===== config.mk =====
export PLATFORM = sky130hd
export DESIGN_NAME = csc_pipe
export DESIGN_NICKNAME = d
export VERILOG_FILES = /design/src/rtl/csc_pkg.sv /design/src/rtl/csc_mac3.sv /design/src/rtl/csc_pipe.sv
export SDC_FILE = /design/constraint.sdc
export NUM_CORES = 2
export LEC_CHECK = 0
export CORE_MARGIN = 2
export CORE_UTILIZATION = 68
export DETAILED_ROUTE_END_ITERATION = 10
export DONT_BUFFER_PORTS = 1
export PLACE_DENSITY = 0.95
export SYNTH_ARGS = -nofsm -noshare
export SYNTH_HDL_FRONTEND = slang
export SYNTH_HIERARCHICAL = 1
export SYNTH_SLANG_ARGS = --single-unit

===== constraint.sdc =====
create_clock -name clk -period 13.6 [get_ports clk]
set_clock_uncertainty 0.15 [all_clocks]
set_input_delay 2.04 -clock clk [delete_from_list [all_inputs] [get_ports clk]]
set_output_delay 2.04 -clock clk [all_outputs]
set_load 0.03 [all_outputs]

===== src/rtl/csc_pkg.sv =====
// Shared definitions for the colour-space converter: mode encodings, the fixed-point
// coefficient set (FRAC=10) and the output clamp helper.
package csc_pkg;

    typedef enum logic {
        CSC_YCC2RGB = 1'b0,
        CSC_RGB2YCC = 1'b1
    } csc_mode_e;

    // YCrCb -> RGB, BT.601 full range; the Y weight is 1.0 in Q10
    localparam int K_R_Y  = 1024;
    localparam int K_R_CB = 0;
    localparam int K_R_CR = 1436;
    localparam int K_G_Y  = 1024;
    localparam int K_G_CB = -352;
    localparam int K_G_CR = -731;
    localparam int K_B_Y  = 1024;
    localparam int K_B_CB = 1815;
    localparam int K_B_CR = 0;

    // RGB -> YCrCb
    localparam int K_Y_R  = 306;
    localparam int K_Y_G  = 601;
    localparam int K_Y_B  = 117;
    localparam int K_CB_R = -173;
    localparam int K_CB_G = -339;
    localparam int K_CB_B = 512;
    localparam int K_CR_R = 512;
    localparam int K_CR_G = -429;
    localparam int K_CR_B = -83;

    function automatic int coef(input csc_mode_e mode, input int unsigned comp,
                                input int unsigned term);
        int row [3];
        if (mode == CSC_YCC2RGB) begin
            case (comp)
                0:       row = '{K_R_Y, K_R_CB, K_R_CR};
                1:       row = '{K_G_Y, K_G_CB, K_G_CR};
                default: row = '{K_B_Y, K_B_CB, K_B_CR};
            endcase
        end else begin
            case (comp)
                0:       row = '{K_Y_R, K_Y_G, K_Y_B};
                1:       row = '{K_CB_R, K_CB_G, K_CB_B};
                default: row = '{K_CR_R, K_CR_G, K_CR_B};
            endcase
        end
        case (term)
            0:       return row[0];
            1:       return row[1];
            default: return row[2];
        endcase
    endfunction

    function automatic longint clamp(input longint v, input int unsigned w);
        longint hi;
        hi = (longint'(1) << w) - 1;
        if (v < 0)
            return 0;
        if (v > hi)
            return hi;
        return v;
    endfunction

endpackage


===== src/rtl/csc_mac3.sv =====
// One output component: registered three-term signed products (stage 2), then
// sum, round, arithmetic shift and clamp (stage 3). Sat flag only with CSC_SAT_CNT_EN.
module csc_mac3
    import csc_pkg::*;
#(
    parameter int WIDTH = 8,
    parameter int FRAC  = 10
) (
    input  logic                    clk,
    input  logic                    rst,
    input  logic                    en,
    input  logic signed [WIDTH:0]   a0,
    input  logic signed [WIDTH:0]   a1,
    input  logic signed [WIDTH:0]   a2,
    input  logic signed [12:0]      k0,
    input  logic signed [12:0]      k1,
    input  logic signed [12:0]      k2,
    input  logic signed [WIDTH:0]   bias,
    output logic [WIDTH-1:0]        res
`ifdef CSC_SAT_CNT_EN
   ,output logic                    sat
`endif
);

    localparam int IW = WIDTH + FRAC + 4;
    localparam logic signed [IW-1:0] RND = IW'(1) <<< (FRAC - 1);
    localparam longint HI = (longint'(1) << WIDTH) - 1;

    logic signed [IW-1:0] p0, p1, p2, pb;
    logic signed [IW-1:0] sum, scaled;

    always_ff @(posedge clk or negedge rst) begin
        if (!rst) begin
            p0 <= '0;
            p1 <= '0;
            p2 <= '0;
            pb <= '0;
        end else if (en) begin
            p0 <= IW'(a0) * IW'(k0);
            p1 <= IW'(a1) * IW'(k1);
            p2 <= IW'(a2) * IW'(k2);
            pb <= IW'(bias) <<< FRAC;
        end
    end

    always_comb begin
        sum    = p0 + p1 + p2 + pb + RND;
        scaled = sum >>> FRAC;
    end

    always_ff @(posedge clk or negedge rst) begin
        if (!rst) begin
            res <= '0;
`ifdef CSC_SAT_CNT_EN
            sat <= 1'b0;
`endif
        end else if (en) begin
            res <= WIDTH'(clamp(longint'(scaled), WIDTH));
`ifdef CSC_SAT_CNT_EN
            sat <= (scaled < 0) || (longint'(scaled) > HI);
`endif
        end
    end

endmodule


===== src/rtl/csc_pipe.sv =====
// 3-stage YCrCb<->RGB converter with per-pixel mode and a global stall enable.
// Optional CSC_SAT_CNT_EN adds a saturating count of clamped output pixels.
module csc_pipe
    import csc_pkg::*;
#(
    parameter int WIDTH = 8,
    parameter int FRAC  = 10
) (
    input  logic             clk,
    input  logic             rst,
    input  logic             in_valid,
    output logic             in_ready,
    input  logic             in_mode,
    input  logic [WIDTH-1:0] in_c0,
    input  logic [WIDTH-1:0] in_c1,
    input  logic [WIDTH-1:0] in_c2,
    output logic             out_valid,
    input  logic             out_ready,
    output logic [WIDTH-1:0] out_c0,
    output logic [WIDTH-1:0] out_c1,
    output logic [WIDTH-1:0] out_c2,
    output logic             out_mode
`ifdef CSC_SAT_CNT_EN
   ,output logic [15:0]      sat_cnt
`endif
);

    localparam int OFS = 1 << (WIDTH - 1);

    logic                  en;
    logic                  s1_valid, s2_valid;
    csc_mode_e             s1_mode, s2_mode;
    logic signed [WIDTH:0] s1_a [3];
    logic signed [12:0]    k [3][3];
    logic signed [WIDTH:0] bias [3];
    logic [WIDTH-1:0]      res [3];

    assign en       = out_ready | ~out_valid;
    assign in_ready = en;

    always_ff @(posedge clk or negedge rst) begin
        if (!rst) begin
            s1_valid <= 1'b0;
            s1_mode  <= CSC_YCC2RGB;
            s1_a[0]  <= '0;
            s1_a[1]  <= '0;
            s1_a[2]  <= '0;
        end else if (en) begin
            s1_valid <= in_valid;
            s1_mode  <= csc_mode_e'(in_mode);
            s1_a[0]  <= $signed({1'b0, in_c0});
            if (csc_mode_e'(in_mode) == CSC_YCC2RGB) begin
                s1_a[1] <= $signed({1'b0, in_c1}) - (WIDTH+1)'(OFS);
                s1_a[2] <= $signed({1'b0, in_c2}) - (WIDTH+1)'(OFS);
            end else begin
                s1_a[1] <= $signed({1'b0, in_c1});
                s1_a[2] <= $signed({1'b0, in_c2});
            end
        end
    end

    always_ff @(posedge clk or negedge rst) begin
        if (!rst) begin
            s2_valid  <= 1'b0;
            s2_mode   <= CSC_YCC2RGB;
            out_valid <= 1'b0;
            out_mode  <= 1'b0;
        end else if (en) begin
            s2_valid  <= s1_valid;
            s2_mode   <= s1_mode;
            out_valid <= s2_valid;
            out_mode  <= s2_mode;
        end
    end

    // Coefficients and the chroma offset follow the mode of the pixel in stage 1,
    // so each pixel is multiplied with its own matrix.
    always_comb begin
        for (int unsigned c = 0; c < 3; c++) begin
            for (int unsigned t = 0; t < 3; t++)
                k[c][t] = 13'(coef(s1_mode, c, t));
            bias[c] = (s1_mode == CSC_RGB2YCC && c != 0) ? (WIDTH+1)'(OFS) : '0;
        end
    end

`ifdef CSC_SAT_CNT_EN
    logic [2:0] sat;
`endif

    for (genvar c = 0; c < 3; c++) begin : g_mac
        csc_mac3 #(
            .WIDTH (WIDTH),
            .FRAC  (FRAC)
        ) u_mac (
            .clk  (clk),
            .rst  (rst),
            .en   (en),
            .a0   (s1_a[0]),
            .a1   (s1_a[1]),
            .a2   (s1_a[2]),
            .k0   (k[c][0]),
            .k1   (k[c][1]),
            .k2   (k[c][2]),
            .bias (bias[c]),
            .res  (res[c])
`ifdef CSC_SAT_CNT_EN
           ,.sat  (sat[c])
`endif
        );
    end

    assign out_c0 = res[0];
    assign out_c1 = res[1];
    assign out_c2 = res[2];

`ifdef CSC_SAT_CNT_EN
    always_ff @(posedge clk or negedge rst) begin
        if (!rst)
            sat_cnt <= '0;
        else if (out_valid && out_ready && (|sat) && sat_cnt != 16'hFFFF)
            sat_cnt <= sat_cnt + 16'd1;
    end
`endif

endmodule


# Word-level counts from Yosys, hierarchy flattened

Index checks and enable logic that the tools add are counted.

Bitwise logic cells: 2
Equality and inequality tests: 0
$mul: 9
Multiplexer cells: 29
Add/subtract/negate cells: 13
Reductions and logical operators: 0
Div/mod/pow operators: 0
Magnitude comparators: 6
Shifts and indexed selects: 0

Operators with widths:

| kind                                                 | count |
|---|---|
| multiplier 9 x 13 -> 22 bit                          | 7 |
| 2-to-1 mux 75 bit                                    | 2 |
| adder 22 bit                                         | 6 |
| 2-to-1 mux 8 bit                                     | 10 |
| 2-to-1 mux 77 bit                                    | 1 |
| adder 22 x 11 -> 22 bit (second input constant)      | 3 |
| adder 22 x 19 -> 22 bit                              | 2 |
| multiplier 8 x 11 -> 19 bit                          | 2 |
| > comparator 12 x 9 -> 1 bit (second input constant) | 3 |
| < comparator 12 x 1 -> 1 bit (second input constant) | 3 |
| 2-to-1 mux 18 bit                                    | 1 |
| subtractor 8 x 8 -> 9 bit (second input constant)    | 2 |
| 2-to-1 mux 1 bit                                     | 15 |
| NOT 1 bit                                            | 1 |
| bitwise OR 1 bit                                     | 1 |

Word-level logic and storage cells: 81
Input port bits: 29
Bits in latches: 0
Bits in writable memories: 0
Output and inout bits: 27
Register bits after elaboration: 262
Bits in read-only memories: 0
Memories: 0

# Logic depth before layout (Yosys ltp)

Depth after elaboration: 11
Mapped depth: 21

# Hierarchy

The synthesis kept the hierarchy.

Modules (own cells, without submodules):

| module                     | area each (µm²) | times used | seq. area each (µm²) | cells an instance |
|---|---|---|---|---|
| csc_mac3 at g_mac[2].u_mac | 17156.5         | 1          | 2077.0               | 1852 |
| csc_mac3 at g_mac[1].u_mac | 17036.3         | 1          | 2077.0               | 1854 |
| csc_mac3 at g_mac[0].u_mac | 17015.1         | 1          | 2077.0               | 1838 |
| csc_pipe                   | 1378.8          | 1          | 800.8                | 79 |

# Least setup slack after synthesis

OpenSTA, ideal clock, no wires.

Path kind: register to register
Start point: reg s1_mode
End point: reg g_mac[0].u_mac.p2[19]
Period minus slack after synthesis: 9.887 ns
Data arrival time: 9.641 ns
Setup time: 0.095 ns
Slack: 3.713 ns
Data required time: 13.355 ns
Stages on the path, launching flop included: 19
Path through: dfrtp_1 -> inv_1 -> clkbuf_1 -> and2_1 -> fa_1 -> inv_1 -> fa_1 -> inv_1 -> fa_1 -> fa_1 -> fa_1 -> ha_1 -> a21oi_1 -> o21ai_0 -> a31oi_1 -> a21oi_1 -> o21a_1 -> o21a_1 -> o31ai_1

Word-level cells in the longest chain between the ends: 2

RTL lines:

| element                     | RTL line       | source |
|---|---|---|
| start, declared             | csc_pipe.sv:32 | `csc_mode_e s1_mode, s2_mode;` |
| start signal, assigned      | csc_pipe.sv:50 | `s1_mode <= csc_mode_e'(in_mode);` |
| 2-to-1 mux 75 bit           | --             |  |
| multiplier 9 x 13 -> 22 bit | csc_mac3.sv:41 | `p2 <= IW'(a2) * IW'(k2);` |
| end signal, assigned        | csc_mac3.sv:41 |  |
| end, declared               | csc_mac3.sv:29 | `logic signed [IW-1:0] p0, p1, p2, pb;` |

No other way between the ends.
A chain may end at the register's enable or synchronous reset.

# Worst setup path after layout

Start point: reg s1_mode
End point: reg g_mac[1].u_mac.p2[20]

Word-level cells in the longest chain between the ends: 2

RTL lines:

| element                     | RTL line |
|---|---|
| 2-to-1 mux 77 bit           | -- |
| multiplier 9 x 13 -> 22 bit | csc_mac3.sv:41 |
| end signal, assigned        | csc_mac3.sv:41 |
| end, declared               | csc_mac3.sv:29 |

No other way between the ends.

==> qor.txt <==
top cells by count, synth -> inv_1, fa_1, nand2_1
GRT overflow -> 0
row count -> 101
layout cell share with drive strength beyond 1 -> 0.0365
Die W -> 282 um
iteration-0 DRC count of the detailed router -> 3,327
Worst Setup EP -> g_mac[1].u_mac/p2[20]
critical path peak fanout -> 86
f_max -> 128 MHz
CTS root buf -> clkbuf_16
detailed-route wire length -> 132,000 um
post-layout min period -> 7810 ps
Post-synth EDFFs -> 0
worst skew pair latency -> 610 ps
outcome -> complete, no violations
most frequent cell after synthesis -> inv_1
TritonCTS clock tree -> built
R2R Path Start -> s1_mode
final setup TNS -> 0 ps
Syn Inst Count -> 5,623
Mapped Avg Cell Area -> 9.35 um^2
asr flop ratio synth -> 1.00
initial antenna violation count -> 1
Post-CTS Setup Bufs -> 0
vias in the first global route -> 46,009
dominant synthesized flop cell -> dfrtp_1
post_cts resized -> 0
RSZ-0062 raised after global routing -> false
post-synth top area share -> 0.371
cts hold-fix bufs -> 0
die area -> 79,600 um^2
max_slew headroom -> 0.0994
DR vias/cell -> 5.75
Worst Setup SP -> s1_mode
gp weighted congestion -> 0.869
Sink Count -> 281
hold crit path type -> reg -> reg
flop-to-flop setup slack -> 5790 ps
# DRC -> 0
sequential cell area fraction in the yosys report -> 0.134
top cells by area, synth -> fa_1, dfrtp_1, ha_1
drt wl/cell -> 18.7 um
GRT Total Usage -> 0.351
DP HPWL -> 93,300 um
Crit Path Category -> reg -> reg
# H-tree levels -> 2
CP Launch Type -> register
Final Hold Viols -> 0
Syn. warnings -> 6
IO Count -> 56
Setup crit end kind -> register
I/O Buffers -> 0
RR Endpoint -> g_mac[1].u_mac/p2[20]
Worst EP arrival -> 8160 ps
Die Ht -> 282 um
Detail Route Antenna Nets -> 0
Synth Cell Area -> 52,600 um^2
Slew Limit Fails -> 0
Final #Nets -> 7,468
Yosys top cell by area -> fa_1
Area Overhead vs Synth -> 7.27%
First-pass DRT Iterations -> 8
Netlist cell types -> 92
# diodes -> 0
starting density of the core -> 0.690
Num CTS Buffers -> 37
MaxCap Viol Count -> 0
Reg2Reg Depth -> 17
first-pass GRT wire length -> 220,000 um
Yosys reg bits -> 281
pin slew with the least headroom to its limit -> 1350 ps
Clock Pin Slew Worst Setup and Hold Paths -> 60 ps
via count -> 40,386
clk buf depth -> 3
Core Area -> 76,200 um^2
Finish-stage setup viols -> 0
fin crit share -> 0.574
Worst Path Required -> 13,950 ps
largest net degree at the start of global routing -> 282
logic make-up after synthesis:
kind of cell             Yosys count  share of synthesized area
AND/OR/NAND/NOR                 1536                      0.145
AO/OA/AOI/OAI                    611                     0.0767
buffers and inverters           1443                      0.104
flip-flops                       281                      0.134
adder cells (fa/ha/maj)         1472                      0.489
other                              2                   0.000143
XOR/XNOR                         200                     0.0333
multiplexers                      78                     0.0181
per-layer routing:
layer,vias to the layer above,GRT usage,part of all wire
met5,-,0,0.000053
met3,847,0.0643,0.074
met2,2087,0.613,0.51
li1,17443,-,-
met4,2,0.265,0.085
met1,20007,0.379,0.33
critical path, cell delays in order (launching register included):
cell,delay [ps]
dfrtp_4,990
clkinv_2,600
buf_4,450
buf_4,410
and2_1,310
fa_1,520
fa_1,610
fa_1,450
fa_1,460
ha_1,320
ha_1,340
a2111oi_0,390
o21ai_0,260
a41oi_2,350
o21ai_1,170
o41ai_1,380
mux2_2,400
o211ai_1,100
cell usage in the layout (no fill, tap or decap), drive strengths merged, types with 36 or more instances in the layout:
| cell | synthesis | final |
|---|---|---|
| clkbuf | 150 | 46 |
| mux2 | 57 | 57 |
| fa | 975 | 975 |
| ha | 497 | 497 |
| nor2 | 166 | 166 |
| dfrtp | 281 | 281 |
| xnor2 | 160 | 160 |
| and2 | 514 | 514 |
| nor3 | 43 | 43 |
| a21oi | 124 | 124 |
| conb | 2 | 442 |
| inv | 1269 | 1273 |
| buf | 21 | 36 |
| nand2 | 603 | 603 |
| nand3 | 60 | 60 |
| a21o | 38 | 38 |
| xor2 | 40 | 40 |
| o21ai | 213 | 213 |
| nand2b | 59 | 59 |
layout make-up:
| cell class | instances | area, um^2 |
|---|---|---|
| Clock buffer | 46 | 1050 |
| Sequential cell | 281 | 7040 |
| Timing Repair Buffer | 36 | 295 |
| Inverter | 1272 | 4780 |
| Clock inverter | 22 | 224 |
| Tap cell | 1030 | 1290 |
| Fill cell | 4471 | 19800 |
| Multi-Input combinational cell | 4339 | 41700 |
per-stage QoR:
step,setup slack (ps),instance area (um^2),instances,hold WS [ps],util
CTS,5950,56400,7026,329,0.740
global placement,6380,55100,6958,311,0.723
detailed placement,6100,55100,6958,316,0.723
global route,5270,56400,7026,364,0.740
floorplan,3710,54200,6063,285,-
finish,5790,56400,7026,327,0.740
flip-flops by register name (all words and copies together) (netlist names):
| name | flops |
|---|---|
| g_mac.u_mac/pb | 27 |
| g_mac.u_mac/p1 | 66 |
| s1_valid | 1 |
| s1_a | 26 |
| g_mac.u_mac/res | 24 |
| g_mac.u_mac/p0 | 66 |
| g_mac.u_mac/p2 | 66 |
| s2_valid | 1 |
| out_mode | 1 |
| s2_mode | 1 |
| out_valid | 1 |
| s1_mode | 1 |
worst min-delay path by stage:
stage	from	to	slack (ps)	cells after the start
floorplan	s2_valid	out_valid	280	1
global placement	g_mac[2].u_mac/p1[16]	g_mac[2].u_mac/p1[16]	310	2
detailed placement	g_mac[0].u_mac/p0[19]	g_mac[0].u_mac/p0[19]	320	2
CTS	g_mac[0].u_mac/p0[19]	g_mac[0].u_mac/p0[19]	330	2
global route	g_mac[0].u_mac/p1[9]	g_mac[0].u_mac/p1[9]	360	1
finish	g_mac[0].u_mac/p0[19]	g_mac[0].u_mac/p0[19]	330	2
Power is left out: the tool's default activity adds up to more than one toggle a clock period on the data nets, which glitch-free logic cannot reach.
